[config.mk]
export PLATFORM = sky130hd
export DESIGN_NAME = mul_share_ctrl
export DESIGN_NICKNAME = d
export VERILOG_FILES = /design/src/rtl/mul_share_ctrl.sv
export SDC_FILE = /design/constraint.sdc
export NUM_CORES = 1
export LEC_CHECK = 0
export BUFFER_PORTS_ARGS = -buffer_cell sky130_fd_sc_hd__buf_2
export CORE_AREA = 5 5 126 128
export DETAILED_ROUTE_END_ITERATION = 16
export DIE_AREA = 0 0 131 133
export PLACE_DENSITY = 0.76
export SYNTH_ARGS = -nofsm -noshare
export SYNTH_HDL_FRONTEND = slang
export SYNTH_SLANG_ARGS = --single-unit
[constraint.sdc]
create_clock -name clk -period 3.08 [get_ports clk]
set_input_delay 0.154 -clock clk [delete_from_list [all_inputs] [get_ports clk]]
set_output_delay 0.154 -clock clk [all_outputs]
set_load 0.005 [all_outputs]
[src/rtl/mul_share_ctrl.sv]
// Two-requester round-robin front end for a shared shift-and-add multiplier.
// Launches one product at a time, waits a fixed latency, returns the result with its requester id.
module mul_share_ctrl #(
  parameter int WIDTH     = 32,
  parameter int ON_CYCLES = 2,
  parameter int LATENCY   = 34
) (
  input  logic               clk,
  input  logic               rst_n,
  input  logic               req0_valid,
  output logic               req0_ready,
  input  logic [WIDTH-1:0]   req0_a,
  input  logic [WIDTH-1:0]   req0_b,
  input  logic               req1_valid,
  output logic               req1_ready,
  input  logic [WIDTH-1:0]   req1_a,
  input  logic [WIDTH-1:0]   req1_b,
  output logic [WIDTH-1:0]   mul_a,
  output logic [WIDTH-1:0]   mul_b,
  output logic               mul_on,
  input  logic [2*WIDTH-1:0] mul_out,
  output logic               rsp_valid,
  input  logic               rsp_ready,
  output logic               rsp_id,
  output logic [2*WIDTH-1:0] rsp_data,
  output logic               busy,
  output logic [1:0]         state_dbg
);

  // Handshakes: a transfer happens on a rising edge where valid && ready are both high.
  // valid must not depend on ready; ready here depends only on state and the valids.

  localparam int CNT_MAX = (ON_CYCLES > LATENCY) ? ON_CYCLES : LATENCY;
  localparam int CW      = $clog2(CNT_MAX + 1);

  typedef enum logic [1:0] {
    IDLE  = 2'd0,
    START = 2'd1,
    WAIT  = 2'd2,
    RESP  = 2'd3
  } state_t;

  state_t        state;
  logic [CW-1:0] cnt;
  logic          last_id;   // requester granted most recently; 1 gives requester 0 priority
  logic          grant0;
  logic          grant1;
  logic          hs0;
  logic          hs1;

  always_comb begin
    grant0 = 1'b0;
    grant1 = 1'b0;
    if (req0_valid && req1_valid) begin
      grant0 = last_id;
      grant1 = !last_id;
    end else begin
      grant0 = req0_valid;
      grant1 = req1_valid;
    end
  end

  assign req0_ready = (state == IDLE) && grant0;
  assign req1_ready = (state == IDLE) && grant1;
  assign hs0        = req0_valid && req0_ready;
  assign hs1        = req1_valid && req1_ready;
  assign state_dbg  = state;

  always_ff @(posedge clk or negedge rst_n) begin
    if (!rst_n) begin
      state     <= IDLE;
      cnt       <= '0;
      last_id   <= 1'b1;
      mul_a     <= '0;
      mul_b     <= '0;
      mul_on    <= 1'b0;
      rsp_valid <= 1'b0;
      rsp_id    <= 1'b0;
      rsp_data  <= '0;
      busy      <= 1'b0;
    end else begin
      case (state)
        IDLE: begin
          if (hs0 || hs1) begin
            mul_a   <= hs1 ? req1_a : req0_a;
            mul_b   <= hs1 ? req1_b : req0_b;
            rsp_id  <= hs1;
            last_id <= hs1;
            mul_on  <= 1'b1;
            busy    <= 1'b1;
            cnt     <= CW'(ON_CYCLES - 1);
            state   <= START;
          end
        end
        START: begin
          if (cnt == '0) begin
            mul_on <= 1'b0;
            cnt    <= CW'(LATENCY - 1);
            state  <= WAIT;
          end else begin
            cnt <= cnt - 1'b1;
          end
        end
        WAIT: begin
          // The multiplier has no done flag, so the product is taken on the last counted cycle.
          if (cnt == '0) begin
            rsp_data  <= mul_out;
            rsp_valid <= 1'b1;
            state     <= RESP;
          end else begin
            cnt <= cnt - 1'b1;
          end
        end
        RESP: begin
          if (rsp_ready) begin
            rsp_valid <= 1'b0;
            busy      <= 1'b0;
            state     <= IDLE;
          end
        end
        default: state <= IDLE;
      endcase
    end
  end

endmodule

Word level (Yosys, flattened, before mapping)
Index checks and enable logic that the tools add are counted. W data, S select, Z words.

Word-level logic and storage cells: 59. Memories kept: 0. Bits in writable memories: 0. Bits in registers: 141. Output and inout bits: 136. Bits in latches: 0. Input port bits: 197. Bits in read-only memories: 0.

$lt $le $gt $ge: 0. Equal/unequal tests: 8. Add/sub/neg operators: 1. Multiply operators: 0. Div/mod/pow operators: 0. Shifts and indexed selects: 0. Bitwise operators: 0. Mux-type cells: 20. Reduce and logical (&&, ||, !) cells: 20.

Operator list (count): $mux W32 (2); $mux W6 (3); $pmux W6 S3 (1); $reduce_and A3 Y1 (4); $mux W2 (4); $ne A2 B2 Y1 const B (4); $pmux W2 S4 (1); $logic_not A6 Y1 (1); $mux W1 (6); $pmux W1 S2 (3); $reduce_bool A2 Y1 (3); $sub A6 B1 Y6 const B (1); $logic_and A1 B1 Y1 (5); $eq A2 B2 Y1 const B (2); $reduce_and A2 Y1 (2); $reduce_and A4 Y1 (1); $reduce_bool A3 Y1 (1); $eq A2 B1 Y1 const B (1); $logic_not A2 Y1 (1); $ne A2 B1 Y1 const B (1); $logic_not A1 Y1 (1); $logic_or A1 B1 Y1 (1).

Depth between registers and ports, before layout
Depth after elaboration: 7. Depth in mapped cells: 8. Depth with buffers taken out: 6.

Least setup slack after synthesis
Ideal clock, no wire load.

Kind: reg2reg. Start: register state[0] (netlist: state_dbg[0]). End: register cnt[3]. Buffers on the path: 0. Cell stages (with the launch flop): 7. Library setup time: 0.078 ns. Arrival time: 1.825 ns. Clock period less this slack: 1.902 ns. Required time: 3.002 ns. Slack: 1.178 ns. Path through: dfrtp_1 > inv_1 > ha_1 > nor3b_2 > a211o_4 > or4_1 > a21oi_1.

Longest elaborated chain between the ends: 6. Elaborated cells on any way between the ends: 13. Classes of those cells: eq/ne (4); mux (1); reduce/logical (8).

RTL lines: from (decl) (RTL line 43) `state_t state;`; from (signal assigned) (RTL line 71) `state <= IDLE;`; from (signal assigned) (RTL line 92) `state <= START;`; from (signal assigned) (RTL line 99) `state <= WAIT;`; $logic_not A2 Y1 (RTL line 63, 64, 82); $logic_and A1 B1 Y1 (on tied branches) (RTL line 63, 64); $logic_and A1 B1 Y1 (on tied branches) (RTL line 65, 66); $logic_or A1 B1 Y1 (RTL line 84) `if (hs0 || hs1) begin`; $ne A2 B1 Y1 (no line); $reduce_and A3 Y1 (no line); to (signal assigned) (RTL line 91) `cnt <= CW'(ON_CYCLES - 1);`; to (signal assigned) (RTL line 98) `cnt <= CW'(LATENCY - 1);`; to (signal assigned) (RTL line 101) `cnt <= cnt - 1'b1;`; to (decl) (RTL line 44) `logic [CW-1:0] cnt;`.

Parallel ways exist; a longest one is shown, timed or not. A chain may end at the register's enable or synchronous reset.

Worst setup path after layout
Start: register cnt[0]. End: register rsp_data[26].

Longest elaborated chain between the ends: 2.

RTL lines: $logic_not A6 Y1 (RTL line 106) `if (cnt == '0) begin`; $reduce_and A2 Y1 (no line); to (signal assigned) (RTL line 107) `rsp_data <= mul_out;`; to (decl) (RTL line 25) `output logic [2*WIDTH-1:0] rsp_data,`.

No other way between the ends.

==> results.yml <==
outcome:
  outcome: "finished clean"
synthesis:
  syn_inst: 496
  synth_area_per_cell_um2: 12.18
  ys_seq_area_frac: 0.5844
  async_flop_share: 1.000
  synth_seq_cells: 141
  syn_nets: 698
  yosysUniqueCellTypes: 33
  yosysWarnings: 0
  synth_flop_cell: "dfrtp_1"
  yosysTopAreaCell: "dfrtp_1"
  synth_top_area_frac: 0.5801
  synth_edf_count: 0
  synthesis.area_mm2: 0.006040
  synth_area_leaders: "dfrtp_1, mux2_2, mux2i_1"
final_layout:
  final_util: 0.6266
  antenna_cells: 0
  syn_to_final_growth_pct: 53.06
  nets: 1091
  layout-drive-gt1-share: 0.4967
grt:
  grt_max_degree: 81
  use_met1: 0.2374
  grt_pass1_wl_mm: 28.90
  met2_usage: 0.3682
  grt_pass1_vias: 5512
  grt_busiest_layer: "met2"
  antenna_found_initial: 1
  groute.layer.met3.usage: 0.08397
  grt_usage: 0.2143
  grt-ovfl-total: 0
clocking:
  clk_pin_slew_worst_paths_ns: 0.06
  clkLatencyLatePin_ns: 0.42
  post_cts_resized: 0
  cts_sinks: 141
  post-cts-setup-buffer-count: 0
  numCtsBuffers: 17
  root_buffer: "clkbuf_16"
  clockBufferDepth: 2
  h-tree-depth: 4
  cts_tree: "built"
timing:
  finalHoldViolations: 0
  setup_viol: 0
  slew_violations: 0
  tightest_slew_ns: 1.140
  skew_ns: 0.009594
  fin_crit_sh: 0.7252
  setup_tns_ns: 0
  slew_headroom: 0.2374
  min_period_ns: 2.234
  rsz0062_at_grt: "no"
  hold_ws_ns: 0.01779
  fmax_mhz: 447.7
die:
  die_area_mm2: 0.01742
  start_util: 0.4094
  rows: 45
  die_w_um: 131
  core-area_mm2: 0.01475
  die_h_um: 133
  io_pins: 333
routing:
  drcViolationCount: 0
  wl_per_cell_um: 17.36
  vias: 5285
  routed_via_density: 4.849
  drtAntennaViolNets: 0
  wirelength_mm: 18.93
  firstDrtPassIters: 4
  drtIter0Drc: 146
worst_setup_path:
  required_ns: 3.38
  cp_num_cells: 6
  end_kind: "flop"
  critPathMaxFanout: 38
  cp.buffers_inverters: 2
  crit_slowest_cell: "nand2_2"
  critPathLaunchType: "flop"
  crit_chain: "inv_1 > ha_1 > nor3b_2 > nand2_2 > buf_12 > mux2_2"
  critPathKind: "reg -> reg"
  rr_worst_depth: 6
  crit_family: "simple AND/OR/NAND/NOR gates"
  crit_arrival_ns: 2.53
  slowest_delay_ns: 0.44
power:
  ir_drop_mv: 0.4411
  p_leak_nw: 5.023
  p_per_area_mw_per_mm2: 966.4
placed_design:
  place.gp.congestion: 0.7833
  port_buffers: 332
  place_hpwl_mm: 13.14
hold_path:
  hold_path.class: "in -> reg"
  hold_depth: 3
flow_run:
  max_cap_violations: 0
power breakdown:
group | internal (mW) | switching [mW]
Sequential | 2.77 | 0.506
Clock | 1.48 | 0.828
Combinational | 1.71 | 1.64
tightest hold or removal path: stages:
cell and delay (ns):
buf_2 0.07, mux2i_1 0.05, o21ai_0 0.13
cells by family after synthesis:
kind of cell / share of synthesized area
DFF: 0.5844
and+or+nand+nor: 0.06650
buffers and inverters: 0.02714
adders and majority gates: 0.01036
muxes: 0.2289
AOI/OAI and AO/OA: 0.08266
synth_stat cells (all sizes together) (5+ instances only):
| library cell | instances |
|---|---|
| inv | 10 |
| o21ai | 73 |
| buf | 18 |
| mux2i | 65 |
| dfrtp | 140 |
| clkbuf | 10 |
| nand2 | 70 |
| nor2 | 5 |
| ha | 5 |
| a21oi | 7 |
| mux2 | 65 |
metal layers:
layer / wire (µm) / share of wire / vias to the layer above
met5: 13 / 0.00069 / -
met4: 488 / 0.026 / 2
met3: 1825 / 0.096 / 45
met2: 9567 / 0.51 / 240
met1: 7030 / 0.37 / 2483
li1: - / - / 2515
placed cells by master (no fill, tap or decap), types with 2 or more instances in the layout:
master,instances
inv_6,4
mux2_2,65
nand2_1,69
buf_4,3
dfrtp_1,140
or2_2,3
inv_8,2
o21ai_0,72
or3_1,3
nor2_1,5
ha_1,5
buf_12,4
buf_2,331
inv_1,10
mux2i_1,65
a21oi_1,7
dlygate4sd3_1,63
nor3b_2,3
bufinv_16,5
clkbuf_16,17
or4_1,2
path summary, 6_finish.rpt:
path	endpoint	from	slack [ns]
setup / recovery	rsp_data[26]	cnt[0]	0.85
hold / removal	mul_a[31]	req1_a[31]	0.02
setup reg to reg	rsp_data[26]	cnt[0]	0.85
hold reg to reg	rsp_id	rsp_id	0.47
max in group asynchronous	mul_b[12]	rst_n	2.01
min in group asynchronous	rsp_data[41]	rst_n	0.35
flip-flops by register name, indices dropped and copies added (netlist names), 2 cells and up:
name / flops
rsp_data: 64
mul_a: 32
state_dbg: 2
cnt: 6
mul_b: 32
final cells by class:
type | instances | area, µm²
fill | 1150 | 5508
sequential | 141 | 3530
timing repair buffer | 402 | 2401
multi-input combinational | 317 | 2372
clock buffer | 18 | 439.2
tap | 188 | 235.2
clock inverter | 14 | 229.0
inverter | 10 | 37.54
repair_timing:
action	CTS	global route
endpoints found under the setup margin	0	0
hold endpoints to repair	133	0
hold buffers	63	0
metrics by stage:
step / total power [mW] / std cells / setup slack [ns] / instance area, µm²
after floorplan: 5.004 / 496 / 1.178 / 6040
after global placement: 6.423 / 995 / 0.9124 / 7945
after detailed placement: 6.564 / 995 / 0.8748 / 7945
after CTS: 8.966 / 1090 / 0.8535 / 9244
after global routing: 9.536 / 1090 / 0.6913 / 9244
final: 8.933 / 1090 / 0.8465 / 9244
Power figures use the tool's default switching activity.
